==> src/rtl/vertical_strip_scan_ctrl_if.sv <==
// Interface bundling the image-RAM read port and the result stream of
// vertical_strip_scan_ctrl.
//   master : the scan controller (drives the RAM request and the result stream)
//   slave  : the environment (image RAM plus downstream feature buffer)
interface vertical_strip_scan_ctrl_if #(
    parameter int HEIGHT = 28,
    parameter int ADDR_W = 5,
    parameter int CNT_W  = 5
);
    // Image RAM read port: data returns exactly one cycle after mem_rd_en.
    logic              mem_rd_en;
    logic [ADDR_W-1:0] mem_addr;
    logic [HEIGHT-1:0] mem_rdata;

    // Per-column result stream toward the feature buffer.
    logic              out_valid;
    logic              out_ready;
    logic [ADDR_W-1:0] out_col;
    logic [CNT_W-1:0]  out_count;
    logic              out_last;

    modport master (
        output mem_rd_en,
        output mem_addr,
        input  mem_rdata,
        output out_valid,
        input  out_ready,
        output out_col,
        output out_count,
        output out_last
    );

    modport slave (
        input  mem_rd_en,
        input  mem_addr,
        output mem_rdata,
        input  out_valid,
        output out_ready,
        input  out_col,
        input  out_count,
        input  out_last
    );
endinterface

==> src/rtl/vertical_strip_scan_ctrl.sv <==
// vertical_strip_scan_ctrl
// Walks the columns of one binarised frame held in a column-addressed image
// RAM. For each column it reads the HEIGHT-bit word, counts the transitions
// between adjacent rows and streams {column, count} downstream over a
// valid/ready handshake. One frame is processed per accepted start pulse.
//
// Per-column sequence: READ (issue RAM read) -> CAPTURE (count and register
// result) -> EMIT (hold result until accepted). With out_ready held high a
// column takes 3 cycles.
//
// Optional build macro VERTICAL_STRIP_TOTAL_EN adds a frame_total output that
// accumulates every accepted count of the current frame.
module vertical_strip_scan_ctrl #(
    parameter int HEIGHT = 28,
    parameter int WIDTH  = 28,
    parameter int ADDR_W = 5,
    parameter int CNT_W  = 5,
    parameter int TOT_W  = $clog2(WIDTH * (HEIGHT - 1) + 1)
) (
    input  logic                      clk,
    input  logic                      rst_n,
    input  logic                      start,
    output logic                      busy,
    output logic                      done,
    vertical_strip_scan_ctrl_if.master bus
`ifdef VERTICAL_STRIP_TOTAL_EN
    ,
    output logic [TOT_W-1:0]          frame_total
`endif
);

    typedef enum logic [2:0] {
        ST_IDLE,
        ST_READ,
        ST_CAPTURE,
        ST_EMIT,
        ST_DONE
    } state_e;

    localparam logic [ADDR_W-1:0] LAST_COL = ADDR_W'(WIDTH - 1);

    // Number of adjacent row pairs whose bits differ; covers all HEIGHT-1 pairs.
    function automatic logic [CNT_W-1:0] count_transitions(input logic [HEIGHT-1:0] col_bits);
        logic [HEIGHT-2:0] diff;
        logic [CNT_W-1:0]  sum;
        diff = col_bits[HEIGHT-2:0] ^ col_bits[HEIGHT-1:1];
        sum  = '0;
        for (int i = 0; i < HEIGHT - 1; i++) begin
            sum = sum + CNT_W'(diff[i]);
        end
        return sum;
    endfunction

    state_e            state_q,  state_d;
    logic [ADDR_W-1:0] col_q,    col_d;
    logic              busy_q,   busy_d;
    logic              done_q,   done_d;
    logic              rd_en_q,  rd_en_d;
    logic [ADDR_W-1:0] addr_q,   addr_d;
    logic              valid_q,  valid_d;
    logic [ADDR_W-1:0] ocol_q,   ocol_d;
    logic [CNT_W-1:0]  ocount_q, ocount_d;
    logic              olast_q,  olast_d;
`ifdef VERTICAL_STRIP_TOTAL_EN
    logic [TOT_W-1:0]  total_q,  total_d;
`endif

    logic handshake;
    assign handshake = valid_q & bus.out_ready;

    // Next-state and next-output decode for the column sequencer.
    always_comb begin
        // NOTE: every _d starts as its _q so any branch that leaves a value
        // unassigned simply holds it; no path can infer a latch.
        state_d  = state_q;
        col_d    = col_q;
        busy_d   = busy_q;
        done_d   = done_q;
        rd_en_d  = rd_en_q;
        addr_d   = addr_q;
        valid_d  = valid_q;
        ocol_d   = ocol_q;
        ocount_d = ocount_q;
        olast_d  = olast_q;
`ifdef VERTICAL_STRIP_TOTAL_EN
        total_d  = total_q;
`endif

        unique case (state_q)
            ST_IDLE: begin
                if (start) begin
                    state_d = ST_READ;
                    col_d   = '0;
                    busy_d  = 1'b1;
                    rd_en_d = 1'b1;
                    addr_d  = '0;
`ifdef VERTICAL_STRIP_TOTAL_EN
                    total_d = '0;
`endif
                end
            end

            // Read strobe is high for exactly this one cycle.
            ST_READ: begin
                rd_en_d = 1'b0;
                state_d = ST_CAPTURE;
            end

            // RAM data is valid now; register the column result.
            ST_CAPTURE: begin
                ocount_d = count_transitions(bus.mem_rdata);
                ocol_d   = col_q;
                olast_d  = (col_q == LAST_COL);
                valid_d  = 1'b1;
                state_d  = ST_EMIT;
            end

            // Result is frozen until the downstream side accepts it.
            ST_EMIT: begin
                if (handshake) begin
                    valid_d = 1'b0;
                    olast_d = 1'b0;
`ifdef VERTICAL_STRIP_TOTAL_EN
                    total_d = total_q + TOT_W'(ocount_q);
`endif
                    if (olast_q) begin
                        state_d = ST_DONE;
                        busy_d  = 1'b0;
                        done_d  = 1'b1;
                    end else begin
                        // Only advanced below LAST_COL, so never wraps.
                        col_d   = col_q + ADDR_W'(1);
                        addr_d  = col_q + ADDR_W'(1);
                        rd_en_d = 1'b1;
                        state_d = ST_READ;
                    end
                end
            end

            ST_DONE: begin
                done_d  = 1'b0;
                state_d = ST_IDLE;
            end

            default: begin
                state_d = ST_IDLE;
                busy_d  = 1'b0;
                done_d  = 1'b0;
                rd_en_d = 1'b0;
                valid_d = 1'b0;
                olast_d = 1'b0;
            end
        endcase
    end

    // State and output registers; reset abandons any partial frame.
    always_ff @(posedge clk or negedge rst_n) begin
        if (!rst_n) begin
            state_q  <= ST_IDLE;
            col_q    <= '0;
            busy_q   <= 1'b0;
            done_q   <= 1'b0;
            rd_en_q  <= 1'b0;
            addr_q   <= '0;
            valid_q  <= 1'b0;
            ocol_q   <= '0;
            ocount_q <= '0;
            olast_q  <= 1'b0;
`ifdef VERTICAL_STRIP_TOTAL_EN
            total_q  <= '0;
`endif
        end else begin
            // NOTE: non-blocking assignments so every register updates from
            // pre-edge values regardless of statement order.
            state_q  <= state_d;
            col_q    <= col_d;
            busy_q   <= busy_d;
            done_q   <= done_d;
            rd_en_q  <= rd_en_d;
            addr_q   <= addr_d;
            valid_q  <= valid_d;
            ocol_q   <= ocol_d;
            ocount_q <= ocount_d;
            olast_q  <= olast_d;
`ifdef VERTICAL_STRIP_TOTAL_EN
            total_q  <= total_d;
`endif
        end
    end

    assign busy          = busy_q;
    assign done          = done_q;
    assign bus.mem_rd_en = rd_en_q;
    assign bus.mem_addr  = addr_q;
    assign bus.out_valid = valid_q;
    assign bus.out_col   = ocol_q;
    assign bus.out_count = ocount_q;
    assign bus.out_last  = olast_q;
`ifdef VERTICAL_STRIP_TOTAL_EN
    assign frame_total   = total_q;
`endif

endmodule

==> src/flat_wrapper.sv <==
// flat-port wrapper written by rule: the top's interface ports become plain ports
module vertical_strip_scan_ctrl_flat 
#(
    parameter int HEIGHT = 28,
    parameter int WIDTH  = 28,
    parameter int ADDR_W = 5,
    parameter int CNT_W  = 5,
    parameter int TOT_W  = $clog2(WIDTH * (HEIGHT - 1) + 1)
)
  (clk, rst_n, start, busy, done, bus_mem_rd_en, bus_mem_addr, bus_mem_rdata, bus_out_valid, bus_out_ready, bus_out_col, bus_out_count, bus_out_last);
  vertical_strip_scan_ctrl_if #(.HEIGHT(HEIGHT), .ADDR_W(ADDR_W), .CNT_W(CNT_W)) bus_i ();
  input  logic clk;
  input  logic rst_n;
  input  logic start;
  output logic busy;
  output logic done;
  output wire logic [$bits(bus_i.mem_rd_en)-1:0] bus_mem_rd_en;
  output wire logic [$bits(bus_i.mem_addr)-1:0] bus_mem_addr;
  input wire logic [$bits(bus_i.mem_rdata)-1:0] bus_mem_rdata;
  output wire logic [$bits(bus_i.out_valid)-1:0] bus_out_valid;
  input wire logic [$bits(bus_i.out_ready)-1:0] bus_out_ready;
  output wire logic [$bits(bus_i.out_col)-1:0] bus_out_col;
  output wire logic [$bits(bus_i.out_count)-1:0] bus_out_count;
  output wire logic [$bits(bus_i.out_last)-1:0] bus_out_last;
  assign bus_mem_rd_en = bus_i.mem_rd_en;
  assign bus_mem_addr = bus_i.mem_addr;
  assign bus_i.mem_rdata = bus_mem_rdata;
  assign bus_out_valid = bus_i.out_valid;
  assign bus_i.out_ready = bus_out_ready;
  assign bus_out_col = bus_i.out_col;
  assign bus_out_count = bus_i.out_count;
  assign bus_out_last = bus_i.out_last;
  vertical_strip_scan_ctrl #(.HEIGHT(HEIGHT), .WIDTH(WIDTH), .ADDR_W(ADDR_W), .CNT_W(CNT_W), .TOT_W(TOT_W)) u_core (.clk(clk), .rst_n(rst_n), .start(start), .busy(busy), .done(done), .bus(bus_i));
endmodule
==> config.mk <==
export PLATFORM = sky130hd
export DESIGN_NAME = vertical_strip_scan_ctrl_flat
export DESIGN_NICKNAME = d
export VERILOG_FILES = /design/src/rtl/vertical_strip_scan_ctrl_if.sv /design/src/rtl/vertical_strip_scan_ctrl.sv /design/src/flat_wrapper.sv
export SDC_FILE = /design/constraint.sdc
export NUM_CORES = 1
export LEC_CHECK = 0
export BUFFER_PORTS_ARGS = -buffer_cell sky130_fd_sc_hd__buf_4
export CAP_MARGIN = 20
export CORE_MARGIN = 2
export CORE_UTILIZATION = 59
export CTS_BUF_LIST = sky130_fd_sc_hd__clkbuf_4
export DETAILED_ROUTE_END_ITERATION = 8
export GPL_ROUTABILITY_DRIVEN = 0
export MAX_ROUTING_LAYER = met4
export PLACE_DENSITY = 0.93
export SLEW_MARGIN = 20
export SYNTH_ARGS = -nofsm -noshare
export SYNTH_HDL_FRONTEND = slang
export SYNTH_SLANG_ARGS = --single-unit
export TNS_END_PERCENT = 20
==> constraint.sdc <==
create_clock -name clk -period 5.26 [get_ports clk]
set_clock_uncertainty 0.2 [all_clocks]
set_input_delay 0.263 -clock clk [delete_from_list [all_inputs] [get_ports clk]]
set_output_delay 0.263 -clock clk [all_outputs]
set_load 0.02 [all_outputs]
# Yosys cells after proc, flatten, opt, wreduce, memory -nomap -nowiden
# Index checks and enable logic that the tools add are counted.
# classes
addsub	27
n_mul	0
div	0
order_cmp	0
n_eq_ne	9
shifts	0
mux	21
bitwise	6
n_reduce_logical	12
# op_table
op	count
$add A5 B1 Y5	25
$xor A27 B27 Y27	1
$mux W5	3
$pmux W1 S3	4
$pmux W3 S4	1
$reduce_and A4 Y1	3
$pmux W5 S2	1
$mux W3	3
$reduce_or A3 Y1	3
$mux W1	8
$eq A3 B2 Y1 const B	2
$add A5 B1 Y5 const B	1
$eq A5 B5 Y1 const B	1
$ne A2 B1 Y1 const B	2
$ne A2 B2 Y1 const B	2
$not A1 Y1	4
$reduce_and A2 Y1	2
$eq A3 B1 Y1 const B	1
$eq A3 B3 Y1 const B	1
$logic_not A3 Y1	1
$reduce_and A3 Y1	1
$add A1 B1 Y2	1
$pmux W1 S2	1
$reduce_bool A2 Y1	1
other kinds (2)	2
# word_totals
ff_bits	23
latch_bits	0
mem_bits_rw	0
mem_bits_ro	0
n_memories	0

# Longest topological paths before layout
# depth
ltp_word	27
mapped_depth	16
mapped_depth_nobuf	16

# Worst setup path after synthesis
# No wires, ideal clock.
# synth_path
path_type	input to register
start	in bus_mem_rdata[0]
end	reg u_core.ocount_q[4], in the netlist u_core.bus.out_count[4]
setup_time_ns	0.128
arrival_time_ns	5.040
required_ns	4.932
setup_slack_ns	-0.108
cell_stages	16
cell_sequence	xor2_1 -> ha_1 -> fa_1 -> fa_1 -> fa_1 -> fa_1 -> inv_1 -> fa_1 -> fa_1 -> inv_1 -> ha_1 -> fa_1 -> a21o_1 -> a21oi_1 -> xor2_1 -> o21ai_0
# synth_via
elab_chain_len	27
# synth_lines
item	line	text
from (decl)	flat_wrapper.sv:19	input wire logic [$bits(bus_i.mem_rdata)-1:0] bus_mem_rdata;
$xor A27 B27 Y27	vertical_strip_scan_ctrl.sv:46	diff = col_bits[HEIGHT-2:0] ^ col_bits[HEIGHT-1:1];
$add A1 B1 Y2	vertical_strip_scan_ctrl.sv:49	sum = sum + CNT_W'(diff[i]);
$add A5 B1 Y5 (25 in a row)	vertical_strip_scan_ctrl.sv:49	
to (signal assigned)	vertical_strip_scan_ctrl.sv:183	ocount_q <= ocount_d;
to (decl)	vertical_strip_scan_ctrl.sv:62	logic [CNT_W-1:0] ocount_q, ocount_d;
# Every way passes these cells.
# A chain may end at the register's enable or synchronous reset.

# Final worst setup path
# Ends and elaborated chain as after synthesis.

==> flow_metrics.py <==
metrics = {
    "global_routing": {
        "grt_antenna_before_repair": 0,
        "grt_pass1_wl_um": 6350,
        "grt_use_met3_pct": 2.77,
        "gr-total-overflow": 0,
        "grt_use_total_pct": 24.5,
        "use_met1_pct": 28.0,
        "grt_max_degree": 24,
        "grt_pass1_vias": 1437,
        "use_met2_pct": 43.3,
        "busiest_layer": "met2",
    },
    "synth": {
        "synth.distinct_cells": 32,
        "syn_area_per_cell_um2": 10.0,
        "yosys_warnings": 0,
        "syn_inst": 190,
        "ys_ff_latch": 23,
        "synth_nets": 252,
        "yosysSeqAreaShare_pct": 30.3,
        "syn_area_mm2": 0.00190,
    },
    "cts": {
        "root_buffer": "clkbuf_4",
        "numCtsBuffers": 3,
        "htree_levels": 1,
        "path_clk_slew_ns": 0.12,
        "clkLatencyLatePin_ns": 0.31,
        "postCtsSetupRepairBufs": 0,
        "clock_sinks": 23,
        "clk_path_buf_depth": 2,
        "tritoncts": "yes",
    },
    "route": {
        "wl_per_cell_um": 14.2,
        "drtAntennaViolNets": 0,
        "totalWireLength_um": 4090,
        "dr.pass1.iters": 4,
        "drc": 0,
        "vias": 1512,
        "drt_iter0_drc": 97,
        "vias_per_cell": 5.25,
    },
    "layout": {
        "antennaDiodeCount": 0,
        "area_growth_pct": 25.5,
        "final_common_cell": "buf_4",
        "final_cell_mix": "buf_4 (55), nand2_1 (32), dfrtp_1 (23)",
        "drive_above_1_share_pct": 26.2,
        "fin_nets": 307,
    },
    "sta": {
        "rsz0062_at_grt": "no",
        "setup_viol": 0,
        "drv_slew": 0,
        "max_clock_freq_mhz": 194,
        "hold_viol_final": 0,
        "min_period_over_period_pct": 98.1,
        "setup_ws_ns": 0.102,
        "timing.hold.ws_ns": 0.0157,
        "relSlewSlack_pct": 63.8,
        "worstMarginPinSlew_ns": 0.541,
        "post-route-min-period_ns": 5.16,
    },
    "placement": {
        "port_buffers": 51,
        "hpwl_um": 3430,
        "pre_cts_slack_ns": -0.399,
    },
    "job": {
        "maxCapViolations": 0,
    },
    "power": {
        "p_leak_nw": 1.23,
        "peakVddDrop_uv": 795,
        "p_per_area_mw_per_mm2": 754,
    },
    "min_path": {
        "hp-start": "start",
        "hold_class": "in2reg",
    },
    "die": {
        "start_util_pct": 62.3,
        "dieArea_mm2": 0.00369,
        "rows": 20,
        "ios": 52,
        "die_w_um": 60.8,
        "die_h_um": 60.8,
        "core_mm2": 0.00305,
    },
    "critical_path": {
        "crit_type": "in2reg",
        "path_max_fanout": 2,
        "r2r_start": "u_core.state_q[1]",
        "crit_path_end_kind": "flip-flop",
        "startpoint": "bus_mem_rdata[0]",
        "crit_path_start_kind": "input pin",
        "cp.required_ns": 5.24,
        "crit_arrival_ns": 5.14,
    },
    "run_status": {
        "outcome": "finished, final reports clean",
    },
}
## critical path: stages
cell and delay [ns]:
buf_4 0.12, xor2_2 0.17, ha_1 0.30, fa_1 0.45
fa_1 0.52, fa_1 0.45, fa_1 0.55, inv_1 0.05
fa_1 0.46, fa_1 0.54, inv_1 0.04, ha_1 0.22
fa_2 0.34, a21o_1 0.19, a21oi_2 0.16, xor2_1 0.20
o21ai_0 0.11
## cell families (layout without fill, tap and decap cells)
kind of cell	after synthesis	after routing	synth area share, %
AOI/OAI and AO/OA	28	28	9.80
DFF	23	23	30.3
buffers and inverters	26	80	5.85
adders and majority gates	30	30	27.2
and+or+nand+nor	52	52	12.6
xor gates and xnor gates	31	31	14.3
## cell type report
type,instances,area [um^2]
fillers,211,666
multi-input cells,141,1230
flip-flops and latches,23,576
inverters,20,75.1
well taps,44,55.1
clock buffers,4,30.0
repair buffers,56,423
## metrics by stage
stage               total power, mW  instances  setup TNS (ns)  area, um^2  util (%)
floorplan                      1.24        190               0        1900         -
global placement               1.52        283          -0.136        2340      76.5
detailed placement             1.68        283          -0.433        2340      76.5
CTS                            1.79        288               0        2380      78.0
global route                   1.96        288               0        2390      78.2
finish                         1.80        288               0        2390      78.2
## layer usage
layer,vias up,wire length (um)
met4,0,117
li1,720,-
met3,12,189
met1,718,1550
met5,-,0
met2,62,2230
## sequential cells by signal, indices dropped and copies added (netlist names)
signal	flops
u_core.state_q	3
u_core.bus.out_last	1
u_core.bus.mem_rd_en	1
u_core.bus.out_col	5
u_core.busy	1
u_core.bus.out_valid	1
u_core.done	1
u_core.col_q	5
u_core.bus.out_count	5
## where the power goes
group	switching (mW)	internal [mW]
clock	0.0520	0.0348
sequential	0.0486	0.226
combinational	0.774	0.664
total	0.875	0.925
## what timing repair did
item                                    CTS  global route
hold buffers                              1             0
gates resized for setup                   1             1
endpoints found under the hold margin    23             0
cloned                                    0             0
endpoints found under the setup margin    1             1
pin swaps                                 4             3
## Yosys cell counts (all sizes together)
cell type	instances	area [um^2]
a21boi	1	7.51
a21o	3	22.5
a21oi	6	30.0
and2	1	6.26
and4	1	8.76
buf	3	23.8
clkbuf	3	12.5
dfrtp	23	576
fa	19	380
ha	11	138
inv	20	75.1
nand2	32	120
nand3	4	20.0
nand4b	1	8.76
nor2	6	22.5
nor2b	1	6.26
nor3	2	10.0
nor3b	2	15.0
o21a	2	15.0
o21ai	9	45.0
o21bai	1	7.51
o22ai	2	12.5
o311a	1	10.0
o31ai	2	15.0
o41a	1	21.3
or4	1	7.51
or4b	1	13.8
xnor2	13	114
xor2	18	158
## final timing paths
path / end / slack, ns / cells past startpoint
min in group asynchronous: u_core.busy / 0.16 / 2
hold / removal: u_core.state_q[0] / 0.02 / 3
hold reg to reg: u_core.bus.out_col[4] / 0.29 / 2
setup reg to reg: u_core.col_q[2] / 3.30 / 4
max in group asynchronous: u_core.bus.out_col[3] / 4.47 / 2
setup / recovery: u_core.bus.out_count[4] / 0.10 / 17
(Power assumes the default switching activity.)
